==> config.mk <==
export PLATFORM = sky130hd
export DESIGN_NAME = uart_tx_feeder
export DESIGN_NICKNAME = d
export VERILOG_FILES = /design/src/rtl/uart_tx_feeder.sv
export SDC_FILE = /design/constraint.sdc
export NUM_CORES = 1
export LEC_CHECK = 0
export ABC_AREA = 1
export BUFFER_PORTS_ARGS = -buffer_cell sky130_fd_sc_hd__buf_2
export CAP_MARGIN = 40
export CORE_MARGIN = 2
export CORE_UTILIZATION = 35
export DETAILED_ROUTE_END_ITERATION = 10
export PLACE_DENSITY_LB_ADDON = 0.2
export SLEW_MARGIN = 0
export SYNTH_ARGS = -nofsm -noshare
export SYNTH_HDL_FRONTEND = slang
export SYNTH_SLANG_ARGS = --single-unit
==> constraint.sdc <==
create_clock -name clk -period 2.5 [get_ports clk]
set_input_delay 0 -clock clk [delete_from_list [all_inputs] [get_ports clk]]
set_output_delay 0 -clock clk [all_outputs]
set_load 0.005 [all_outputs]
==> src/rtl/uart_tx_feeder.sv <==
// Byte FIFO plus strobe/handshake FSM that feeds the UART transmitter's Tx_DATA/Tx_WR/Tx_BUSY port.
// Reports rejected pushes (overflow) and strobes the transmitter never acknowledged (tx_noack).
module uart_tx_feeder #(
    parameter int unsigned DEPTH_LOG2 = 4,
    parameter int unsigned ACK_TO     = 8
) (
    input  logic                clk,
    input  logic                rst,
    input  logic [7:0]          wr_data,
    input  logic                wr_en,
    input  logic                flush,
    input  logic                en,
    input  logic                err_clr,
    output logic                fifo_full,
    output logic                fifo_empty,
    output logic [DEPTH_LOG2:0] fifo_count,
    output logic                overflow,
    output logic                tx_noack,
    output logic [7:0]          Tx_DATA,
    output logic                Tx_WR,
    output logic                Tx_EN,
    input  logic                Tx_BUSY
);

    localparam int unsigned DEPTH = 1 << DEPTH_LOG2;
    localparam int unsigned PW    = DEPTH_LOG2;
    localparam int unsigned CW    = DEPTH_LOG2 + 1;
    localparam int unsigned TW    = $clog2(ACK_TO + 1);

    typedef enum logic [1:0] {IDLE, STROBE, WAIT_HI, WAIT_LO} state_e;

    state_e          state_q, state_d;
    logic [TW-1:0]   timer_q, timer_d;
    logic [PW-1:0]   wr_ptr_q, wr_ptr_d;
    logic [PW-1:0]   rd_ptr_q, rd_ptr_d;
    logic [CW-1:0]   count_q, count_d;
    logic            full_q, full_d;
    logic            empty_q, empty_d;
    logic            overflow_q, overflow_d;
    logic            noack_q, noack_d;
    logic [7:0]      tx_data_q, tx_data_d;
    logic            tx_wr_q, tx_wr_d;
    logic            tx_en_q, tx_en_d;
    logic [7:0]      mem_q [DEPTH];

    logic            push;
    logic            pop;
    logic            ovf_set;
    logic            noack_set;

    // Handshake FSM: pop in IDLE, one strobe cycle, then track the Tx_BUSY pulse.
    always_comb begin
        state_d   = state_q;
        timer_d   = timer_q;
        tx_data_d = tx_data_q;
        pop       = 1'b0;
        noack_set = 1'b0;
        case (state_q)
            IDLE: begin
                // flush wins over a pop in the same cycle, so the head byte is discarded, not sent
                if (tx_en_q && !empty_q && !Tx_BUSY && !flush) begin
                    pop       = 1'b1;
                    tx_data_d = mem_q[rd_ptr_q];
                    state_d   = STROBE;
                end
            end
            STROBE: begin
                timer_d = '0;
                state_d = WAIT_HI;
            end
            WAIT_HI: begin
                if (Tx_BUSY) begin
                    state_d = WAIT_LO;
                end else if (timer_q == TW'(ACK_TO - 1)) begin
                    noack_set = 1'b1;
                    state_d   = IDLE;
                end else begin
                    timer_d = timer_q + TW'(1);
                end
            end
            WAIT_LO: begin
                if (!Tx_BUSY) begin
                    state_d = IDLE;
                end
            end
            default: state_d = IDLE;
        endcase
    end

    // FIFO bookkeeping and sticky error flags.
    always_comb begin
        push     = wr_en && !full_q && !flush;
        ovf_set  = wr_en && full_q && !flush;
        wr_ptr_d = wr_ptr_q;
        rd_ptr_d = rd_ptr_q;
        count_d  = count_q;
        if (flush) begin
            wr_ptr_d = '0;
            rd_ptr_d = '0;
            count_d  = '0;
        end else begin
            if (push) begin
                wr_ptr_d = wr_ptr_q + PW'(1);
            end
            if (pop) begin
                rd_ptr_d = rd_ptr_q + PW'(1);
            end
            case ({push, pop})
                2'b10:   count_d = count_q + CW'(1);
                2'b01:   count_d = count_q - CW'(1);
                default: count_d = count_q;
            endcase
        end
        full_d     = (count_d == CW'(DEPTH));
        empty_d    = (count_d == '0);
        overflow_d = ovf_set   ? 1'b1 : (err_clr ? 1'b0 : overflow_q);
        noack_d    = noack_set ? 1'b1 : (err_clr ? 1'b0 : noack_q);
        tx_wr_d    = (state_d == STROBE);
        tx_en_d    = en;
    end

    always_ff @(posedge clk or negedge rst) begin
        if (!rst) begin
            state_q    <= IDLE;
            timer_q    <= '0;
            wr_ptr_q   <= '0;
            rd_ptr_q   <= '0;
            count_q    <= '0;
            full_q     <= 1'b0;
            empty_q    <= 1'b1;
            overflow_q <= 1'b0;
            noack_q    <= 1'b0;
            tx_data_q  <= 8'h00;
            tx_wr_q    <= 1'b0;
            tx_en_q    <= 1'b0;
        end else begin
            state_q    <= state_d;
            timer_q    <= timer_d;
            wr_ptr_q   <= wr_ptr_d;
            rd_ptr_q   <= rd_ptr_d;
            count_q    <= count_d;
            full_q     <= full_d;
            empty_q    <= empty_d;
            overflow_q <= overflow_d;
            noack_q    <= noack_d;
            tx_data_q  <= tx_data_d;
            tx_wr_q    <= tx_wr_d;
            tx_en_q    <= tx_en_d;
        end
    end

    // Storage array carries no reset; occupancy is tracked by the pointers and count.
    always_ff @(posedge clk) begin
        if (push) begin
            mem_q[wr_ptr_q] <= wr_data;
        end
    end

    assign fifo_full  = full_q;
    assign fifo_empty = empty_q;
    assign fifo_count = count_q;
    assign overflow   = overflow_q;
    assign tx_noack   = noack_q;
    assign Tx_DATA    = tx_data_q;
    assign Tx_WR      = tx_wr_q;
    assign Tx_EN      = tx_en_q;

endmodule

==> impl_metrics.toml, run 1 <==
[power_and_ir_drop]
leakagePower_nw = 3.07
finalPower_mw = 6.26
power.density_mw_per_mm2 = 776
vdd_drop_max_uv = 508

[sta]
finalCritPeriodShare = 0.903
clock_skew_ns = 0.00768
drv_slew = 0
maxSlewHeadroom = 0.493
rsz0062_at_grt = "false"
holdWs_ns = 0.00893
worst_pin_slew_ns = 0.761
fin_tns_setup_ns = 0
hold_violations = 0
period_needed_ns = 2.26
final-setup-viol-count = 0
fmax_mhz = 443

[worst_setup_path]
cp_cell_sequence = "nor2_1 > nand4_1 > inv_2 > buf_4 > ha_1 > inv_1 > or2_2 > nand3_1 > o21ai_0 > a21oi_1 > nand2_1 > nor2_1"
slowest_delay_ns = 0.42
worstSetupPathType = "register to register"
cp_common_cell = "nor2_1"
r2r_slack_ns = 0.24
crit_buf_inv = 3
worst_setup_path_start_kind = "register"
reg2reg_from = "state_q[0]"
cp-end-kind = "register"
crit_path_max_fanout = 12
reg2reg_to = "fifo_full"
critPathSlowestCell = "dfrtp_1"
startpoint = "state_q[0]"
cp.arrival_ns = 2.60
required_ns = 2.84
crit_family = "simple AND/OR/NAND/NOR gates"
worstRegToRegCells = 12

[clock_tree]
htree_levels = 4
clk_path_buf_depth = 2
clk_pin_slew_ns = 0.06
clock_latency_ns = 0.42
cts_tree = "yes"
cts_buffers = 17
cts_sinks = 161
clockRootBuffer = "clkbuf_16"

[global_route]
antenna_found_initial = 0
grt_first_pass_wirelength_microns = 24500
grt_pass1_vias = 4528
grt_max_degree = 67
gr-total-overflow = 0
grt_use_total = 0.162

[logic_synthesis]
ys_warn_count = 0
ys_ff_latch = 161
ys_seq_area_frac = 0.689
synthesis.area_sq_mm = 0.00678
avgSynthCellArea_sq_um = 11.4
synthFlopType = "edfxtp_1"
async_flop_share = 0.205
synth_cells = 594
synth_cell_type_count = 30
synth_edf_count = 128
syn_nets = 618

[detailed_routing]
drt_wl_total_microns = 15600
dr.pass1.iters = 5
wl_met1_microns = 7060
drc = 0
wire_per_inst_microns = 16.8
wl_met2_microns = 7760
drtAntennaViolNets = 0
viasPerCell = 4.89
wl_met3_microns = 563
num_vias = 4547
maxUsedRoutingLayer = "met4"
dr.first_iter.drc_count = 251

[die]
num_rows = 50
die_h_microns = 143
pin_count = 34
core_area_sq_mm = 0.0188
die_w_microns = 143
dieArea_sq_mm = 0.0205
initial_core_util = 0.360

[worst_hold_path]
min_path_type = "input pin to register"
hold_end = "mem_q[6][1]"
min-delay-start = "wr_data[1]"
hold_depth = 1

[finish]
drive_gt1_frac = 0.155
final_cell_mix = "128 x edfxtp_1, 115 x nor2_1, 68 x nand2_1"
fin_cells = 929
final_common_cell = "edfxtp_1"
final_area_sq_mm = 0.00806
areaGrowthSynthToFinish_pct = 18.9
num_antenna_cells = 0
fin_nets = 680

[placement]
gp_congestion = 0.865
dp_hpwl_microns = 10100
placed_area_sq_mm = 0.00733
dp.cells = 885
portBuffers = 33

[run_status]
status = "complete, no violations"

[job]
max_cap_viol_count = 0
## power by group
group	switching, mW	internal (mW)	leakage (nW)
sequential	0.0827	3.02	1.58
combinational	0.347	0.221	1.20
clock	1.02	1.57	0.286
total	1.45	4.80	3.07
## metal layers
| metal | vias to the layer above | GRT usage |
|---|---|---|
| li1 | 2209 | - |
| met1 | 2232 | 0.206 |
| met2 | 89 | 0.268 |
| met3 | 17 | 0.0335 |
| met4 | 0 | 0.0688 |
| met5 | - | 0 |
## worst reg2reg max path, delay by kind of cell (launching register included)
family | cells | cell delay, ns
AOI/OAI and AO/OA | 2 | 0.20
and+or+nand+nor | 6 | 0.93
adders and majority gates | 1 | 0.22
DFF | 1 | 0.42
buffers and inverters | 3 | 0.42
## cells by family after synthesis
| kind of cell | share of synthesized area |
|---|---|
| flip-flops | 0.689 |
| buffers and inverters | 0.0471 |
| adder cells (fa/ha/maj) | 0.0166 |
| AND/OR/NAND/NOR | 0.137 |
| AO/OA/AOI/OAI | 0.106 |
| XOR/XNOR | 0.00388 |
## through the flow
| stage | utilization | setup slack, ns |
|---|---|---|
| CTS | 0.427 | 0.00463 |
| detailed placement | 0.389 | 0.0306 |
| finish | 0.428 | 0.242 |
| global placement | 0.389 | 0.169 |
| floorplan | - | 0.203 |
| global route | 0.428 | 0.00264 |
## state kept, by name, summed over array words and instances, names as in the netlist, 2 cells and up
signal / flops
state_q: 2
wr_ptr_q: 4
rd_ptr_q: 4
fifo_count: 5
mem_q: 128
Tx_DATA: 8
timer_q: 4
## synthesized netlist by cell type (7+ instances only)
cell	count	area, sq um
o21ai_1	11	55.1
dfrtp_1	32	801
edfxtp_1	128	3840
nand3_1	26	130
nand2_1	68	255
buf_2	11	55.1
a21oi_1	11	55.1
nor2_1	119	447
clkbuf_1	7	26.3
nor3_1	12	60.1
o211ai_1	32	240
inv_1	33	124
o21ai_0	67	335
ha_1	9	113
## how the worst max path moves through the flow
stage | endpoint | slack [ns] | cells after the start
floorplan | fifo_empty | 0.20 | 13
global placement | fifo_full | 0.17 | 14
detailed placement | fifo_full | 0.03 | 14
CTS | fifo_full | 0.005 | 14
global route | fifo_full | 0.003 | 12
finish | fifo_full | 0.24 | 12
## area by class of cell
cell class	count	area (sq um)
clock buffer	18	429
clock inverter	14	163
fill	1766	10800
inverter	36	135
multi-input combinational	368	1810
sequential	161	4670
tap	260	325
timing repair buffer	72	526
## repair_timing
item	4_1_cts	5_1_grt
endpoints found under the setup margin	0	4
hold buffers	12	0
hold endpoints to repair	118	0
gates resized for setup	0	10
buffers inserted	0	0
(Power assumes the default switching activity.)
==> inputs of run 2 (changes only) <==
--- a/config.mk
+++ b/config.mk
@@ -10,6 +10,7 @@
 export CAP_MARGIN = 40
 export CORE_MARGIN = 2
 export CORE_UTILIZATION = 35
+export CTS_BUF_LIST = sky130_fd_sc_hd__clkbuf_16
 export DETAILED_ROUTE_END_ITERATION = 10
 export PLACE_DENSITY_LB_ADDON = 0.2
 export SLEW_MARGIN = 0
==> constraint.sdc (replaced) <==
create_clock -name clk -period 2.75 [get_ports clk]
set_input_delay 0 -clock clk [delete_from_list [all_inputs] [get_ports clk]]
set_output_delay 0 -clock clk [all_outputs]
set_load 0.005 [all_outputs]
==> run 2 against run 1 <==
Net effect:
- clock-buffer cell count is 1 lower
- cell area is 0.73% lower
- hold slack better by 0.0024 ns
- largest power group unchanged
- first-iteration DRC count is 8.4% higher
- critical endpoint unchanged
- via count is 1.1% higher
- wire length is 1.2% higher
- utilization is 0.31 points lower
- final cell count is 0.32% lower
- fmax is 4.5% lower
- die area stayed put
- largest cell class unchanged
==> impl_metrics.toml, run 2 (synthesis results as in run 1) <==
[power_and_ir_drop]
power.density_mw_per_mm2 = 704
combPwrFrac = 0.087
power_frac_clock = 0.412
leakagePower_nw = 3.05
finalPower_mw = 5.64
power.internal_mw = 4.34
seq_power_share = 0.501
p_switching_mw = 1.30
p_sw_frac = 0.230
vdd_drop_max_uv = 415

[placement]
gp_congestion = 0.869
dp_hpwl_microns = 9900
portBuffers = 33
dp_slack_ns = 0.210
placed_area_sq_mm = 0.00728

[global_route]
grt_util_met2 = 0.268
grt_pass1_vias = 4479
met3_usage = 0.0312
grt_first_pass_wirelength_microns = 24700
antenna_found_initial = 0
grt_use_total = 0.164
globalRoute.busiestLayer = "met2"
gr-total-overflow = 0
grt_max_degree = 66
met1_usage = 0.213

[clock_tree]
clock_latency_ns = 0.43
clockRootBuffer = "clkbuf_16"
cts_tree = "yes"
cts_sinks = 161
clk_path_buf_depth = 2
htree_levels = 4
cts_buffers = 17
clk_pin_slew_ns = 0.06

[detailed_routing]
wire_per_inst_microns = 17.1
num_vias = 4596
drtAntennaViolNets = 0
dr.first_iter.drc_count = 272
viasPerCell = 4.96
drt_wl_total_microns = 15800
drc = 0
dr.pass1.iters = 4

[finish]
areaGrowthSynthToFinish_pct = 18.1
num_antenna_cells = 0
fillers = 1750
drive_gt1_frac = 0.138
largest_reg_flops = 128
final_area_sq_mm = 0.00800
fin_nets = 677
final_cell_mix = "128 x edfxtp_1, 118 x nor2_1, 68 x nand2_1"
regMostFlops = "mem_q"
final_common_cell = "edfxtp_1"

[die]
initial_core_util = 0.360
die_w_microns = 143
dieArea_sq_mm = 0.0205
pin_count = 34
die_h_microns = 143
core_area_sq_mm = 0.0188
num_rows = 50

[run_status]
status = "complete, no violations"

[sta]
final-setup-viol-count = 0
period_needed_ns = 2.36
fmax_mhz = 423
drv_slew = 0
finalCritPeriodShare = 0.860
hold_violations = 0
holdWs_ns = 0.0113
rsz0062_at_grt = "false"
fin_tns_setup_ns = 0
worst_pin_slew_ns = 0.811
postLayoutSetupSlackWorst_ns = 0.386
clock_skew_ns = 0.00721
maxSlewHeadroom = 0.457

[worst_setup_path]
crit_path_max_fanout = 8
startpoint = "fifo_full"
required_ns = 3.11
reg2reg_from = "fifo_full"
cp-end-kind = "register"
worst_setup_path_start_kind = "register"
cp.arrival_ns = 2.72
worstSetupPathType = "register to register"
worstRegToRegCells = 14

[worst_hold_path]
min_path_type = "input pin to register"
min-delay-start = "wr_data[1]"
hold_depth = 1

[job]
max_cap_viol_count = 0
## run 2: metrics by stage
| stage | utilization | cells |
|---|---|---|
| 2_1_floorplan | - | 594 |
| 3_3_place_gp | 0.387 | 881 |
| 3_5_place_dp | 0.387 | 881 |
| 4_1_cts | 0.425 | 926 |
| 5_1_grt | 0.425 | 926 |
| 6_report | 0.425 | 926 |
## run 2: routing by layer
| layer | routed length, microns | up-vias |
|---|---|---|
| li1 | - | 2206 |
| met1 | 7100 | 2250 |
| met2 | 7760 | 108 |
| met3 | 579 | 32 |
| met4 | 363 | 0 |
| met5 | 0 | - |
## run 2: worst paths after layout
path	end	slack, ns
max	fifo_full	0.39
min	mem_q[4][1]	0.01
max reg2reg	fifo_full	0.39
min reg2reg	Tx_DATA[7]	0.48
max in group asynchronous	rd_ptr_q[1]	2.04
min in group asynchronous	overflow	0.18
## run 2: power by group through the flow
stage	clock network [mW]	registers, mW	logic, mW
CTS	2.37	2.83	0.501
finish	2.32	2.82	0.490
floorplan	0	2.87	0.289
global placement	0	2.87	0.471
global route	2.46	2.84	0.563
detailed placement	0	2.87	0.484
## run 2: cell type report
cell class | count | area (sq um) | area share
tap | 260 | 325 | 0.0407
multi-input combinational | 368 | 1790 | 0.224
sequential | 161 | 4670 | 0.584
clock buffer | 17 | 425 | 0.0532
inverter | 36 | 135 | 0.0169
clock inverter | 15 | 158 | 0.0197
timing repair buffer | 69 | 493 | 0.0616
## run 2: what timing repair did
action,CTS,global route
hold buffers,13,0
resized for setup,0,3
setup endpoints to repair,0,3
endpoints found under the hold margin,118,0
buffers inserted,0,0
## run 2: worst max-delay path: stages (launching register included)
cell     delay, ns
dfrtp_1       0.40
nor2_1        0.14
inv_1         0.11
nor2_2        0.17
inv_2         0.11
ha_2          0.23
nand2_1       0.06
inv_1         0.05
nor2_1        0.13
ha_1          0.25
o21ai_0       0.21
o21ai_0       0.10
a21oi_1       0.11
nand2_1       0.09
nor2_1        0.13
==> inputs of run 3 (changes only) <==
--- a/config.mk
+++ b/config.mk
@@ -8,11 +8,12 @@
 export ABC_AREA = 1
 export BUFFER_PORTS_ARGS = -buffer_cell sky130_fd_sc_hd__buf_2
 export CAP_MARGIN = 40
+export CORE_ASPECT_RATIO = 0.5
 export CORE_MARGIN = 2
 export CORE_UTILIZATION = 35
 export CTS_BUF_LIST = sky130_fd_sc_hd__clkbuf_16
 export DETAILED_ROUTE_END_ITERATION = 10
-export PLACE_DENSITY_LB_ADDON = 0.2
+export PLACE_DENSITY = 0.48
 export SLEW_MARGIN = 0
 export SYNTH_ARGS = -nofsm -noshare
 export SYNTH_HDL_FRONTEND = slang
==> run 3 against run 2 <==
Net effect:
- hold slack got worse by 0.011 ns
- via count decreased by 2.3%
- setup slack got worse by 0.058 ns
- sequential share of layout area decreased by 0.055 points
- combinational power about the same
- critical path depth unchanged
- largest cell class unchanged
- clock-buffer cell count unchanged
- wire length increased by 3.2%
==> impl_metrics.toml, run 3 (synthesis results as in run 1) <==
[worst_setup_path]
cp-end-kind = "register"
worstRegToRegCells = 14
cp_cell_sequence = "nor2_1 > inv_1 > nor2_2 > inv_1 > ha_2 > nand2_1 > inv_1 > nor2_1 > ha_1 > o21ai_0 > o21ai_0 > a21oi_1 > nand2_1 > nor2_1"
reg2reg_to = "fifo_empty"
crit_path_max_fanout = 8
critPathSlowestCell = "dfrtp_1"
reg2reg_from = "fifo_full"
cp.arrival_ns = 2.78
worstSetupPathType = "register to register"
slowest_delay_ns = 0.39
required_ns = 3.11
r2r_slack_ns = 0.33
worst_setup_path_start_kind = "register"

[die]
initial_core_util = 0.362
pin_count = 34
dieArea_sq_mm = 0.0206
die_h_microns = 102
num_rows = 35
die_w_microns = 201
core_area_sq_mm = 0.0187

[finish]
fin_nets = 681
drive_gt1_frac = 0.148
num_antenna_cells = 0
largest_reg_flops = 128
fillers = 1770
final_area_sq_mm = 0.00801
areaGrowthSynthToFinish_pct = 18.2
utilization = 0.428
final_common_cell = "edfxtp_1"
fin_cells = 929
regMostFlops = "mem_q"
final_cell_mix = "128 x edfxtp_1, 118 x nor2_1, 68 x nand2_1"

[worst_hold_path]
min-delay-start = "wr_data[4]"
hold_depth = 1
hold_end = "mem_q[15][4]"
min_path_type = "input pin to register"

[sta]
hold_violations = 0
period_needed_ns = 2.42
fmax_mhz = 413
holdWs_ns = 0.000608
maxSlewHeadroom = 0.463
fin_tns_setup_ns = 0
final-setup-viol-count = 0
worst_pin_slew_ns = 0.806
finalCritPeriodShare = 0.881
postLayoutSetupSlackWorst_ns = 0.327
clock_skew_ns = 0.0135
drv_slew = 0
rsz0062_at_grt = "false"

[power_and_ir_drop]
p_switching_mw = 1.43
power.internal_mw = 4.21
seq_power_share = 0.500
power.density_mw_per_mm2 = 704
finalPower_mw = 5.64
leakagePower_nw = 3.06
power_frac_clock = 0.413
p_sw_frac = 0.254
combPwrFrac = 0.087
vdd_drop_max_uv = 377

[detailed_routing]
drtAntennaViolNets = 0
drc = 0
viasPerCell = 4.83
num_vias = 4489
dr.pass1.iters = 4
wire_per_inst_microns = 17.6
drt_wl_total_microns = 16300
dr.first_iter.drc_count = 295

[clock_tree]
clk_path_buf_depth = 2
clockRootBuffer = "clkbuf_16"
cts_tree = "yes"
clock_latency_ns = 0.43
cts_buffers = 17
clk_pin_slew_ns = 0.07
cts_sinks = 161
htree_levels = 4

[placement]
dp.cells = 883
dp_hpwl_microns = 9870
gp_congestion = 0.811
portBuffers = 33
placed_area_sq_mm = 0.00729
dp_slack_ns = 0.210

[global_route]
grt_max_degree = 67
antenna_found_initial = 0
grt_pass1_vias = 4561
gr-total-overflow = 0
grt_use_total = 0.170
grt_first_pass_wirelength_microns = 26100

[run_status]
status = "complete, no violations"

[job]
max_cap_viol_count = 0
==> run 3: worst max-delay path, delay by kind of cell, from the launching register on <==
family,cells,cell delay [ns]
simple gates,6,0.73
fa+ha+maj,2,0.50
compound gates,3,0.42
flops,1,0.39
buf+inv,3,0.33
==> run 3: repair_timing <==
item / 4_1_cts / 5_1_grt
buffers inserted: 0 / 0
endpoints found under the hold margin: 140 / 0
hold buffers: 14 / 0
endpoints found under the setup margin: 0 / 3
gates resized for setup: 0 / 2
==> run 3: power groups by stage <==
stage / combinational (mW) / clock, mW / sequential (mW)
floorplan: 0.289 / 0 / 2.87
global placement: 0.475 / 0 / 2.87
detailed placement: 0.483 / 0 / 2.87
CTS: 0.501 / 2.37 / 2.82
global route: 0.566 / 2.48 / 2.84
finish: 0.490 / 2.33 / 2.82
==> run 3: area by class of cell <==
class | count | area (sq um) | share of cell area
clock buffer | 17 | 425 | 0.0531
tap | 259 | 324 | 0.0405
clock inverter | 15 | 146 | 0.0183
timing repair buffer | 73 | 513 | 0.0640
inverter | 36 | 135 | 0.0169
sequential | 161 | 4670 | 0.583
multi-input combinational | 368 | 1790 | 0.224
==> run 3: worst max path at each step <==
stage                     from          to  slack, ns  cells after the start
finish               fifo_full  fifo_empty       0.33                     14
floorplan           state_q[1]  fifo_empty       0.45                     13
global placement     fifo_full   fifo_full       0.33                     14
detailed placement   fifo_full  fifo_empty       0.21                     14
CTS                  fifo_full  fifo_empty       0.19                     14
global route         fifo_full  fifo_empty       0.01                     18
==> run 3: routing by layer <==
metal  wire [microns]  share of wire  global-route usage  vias to the layer above
met4               69         0.0042              0.0513                        0
met5                0              0                   0                        -
met2             7420           0.45               0.275                       74
li1                 -              -                   -                     2202
met3              626          0.038              0.0303                        7
met1             8200           0.50               0.239                     2206
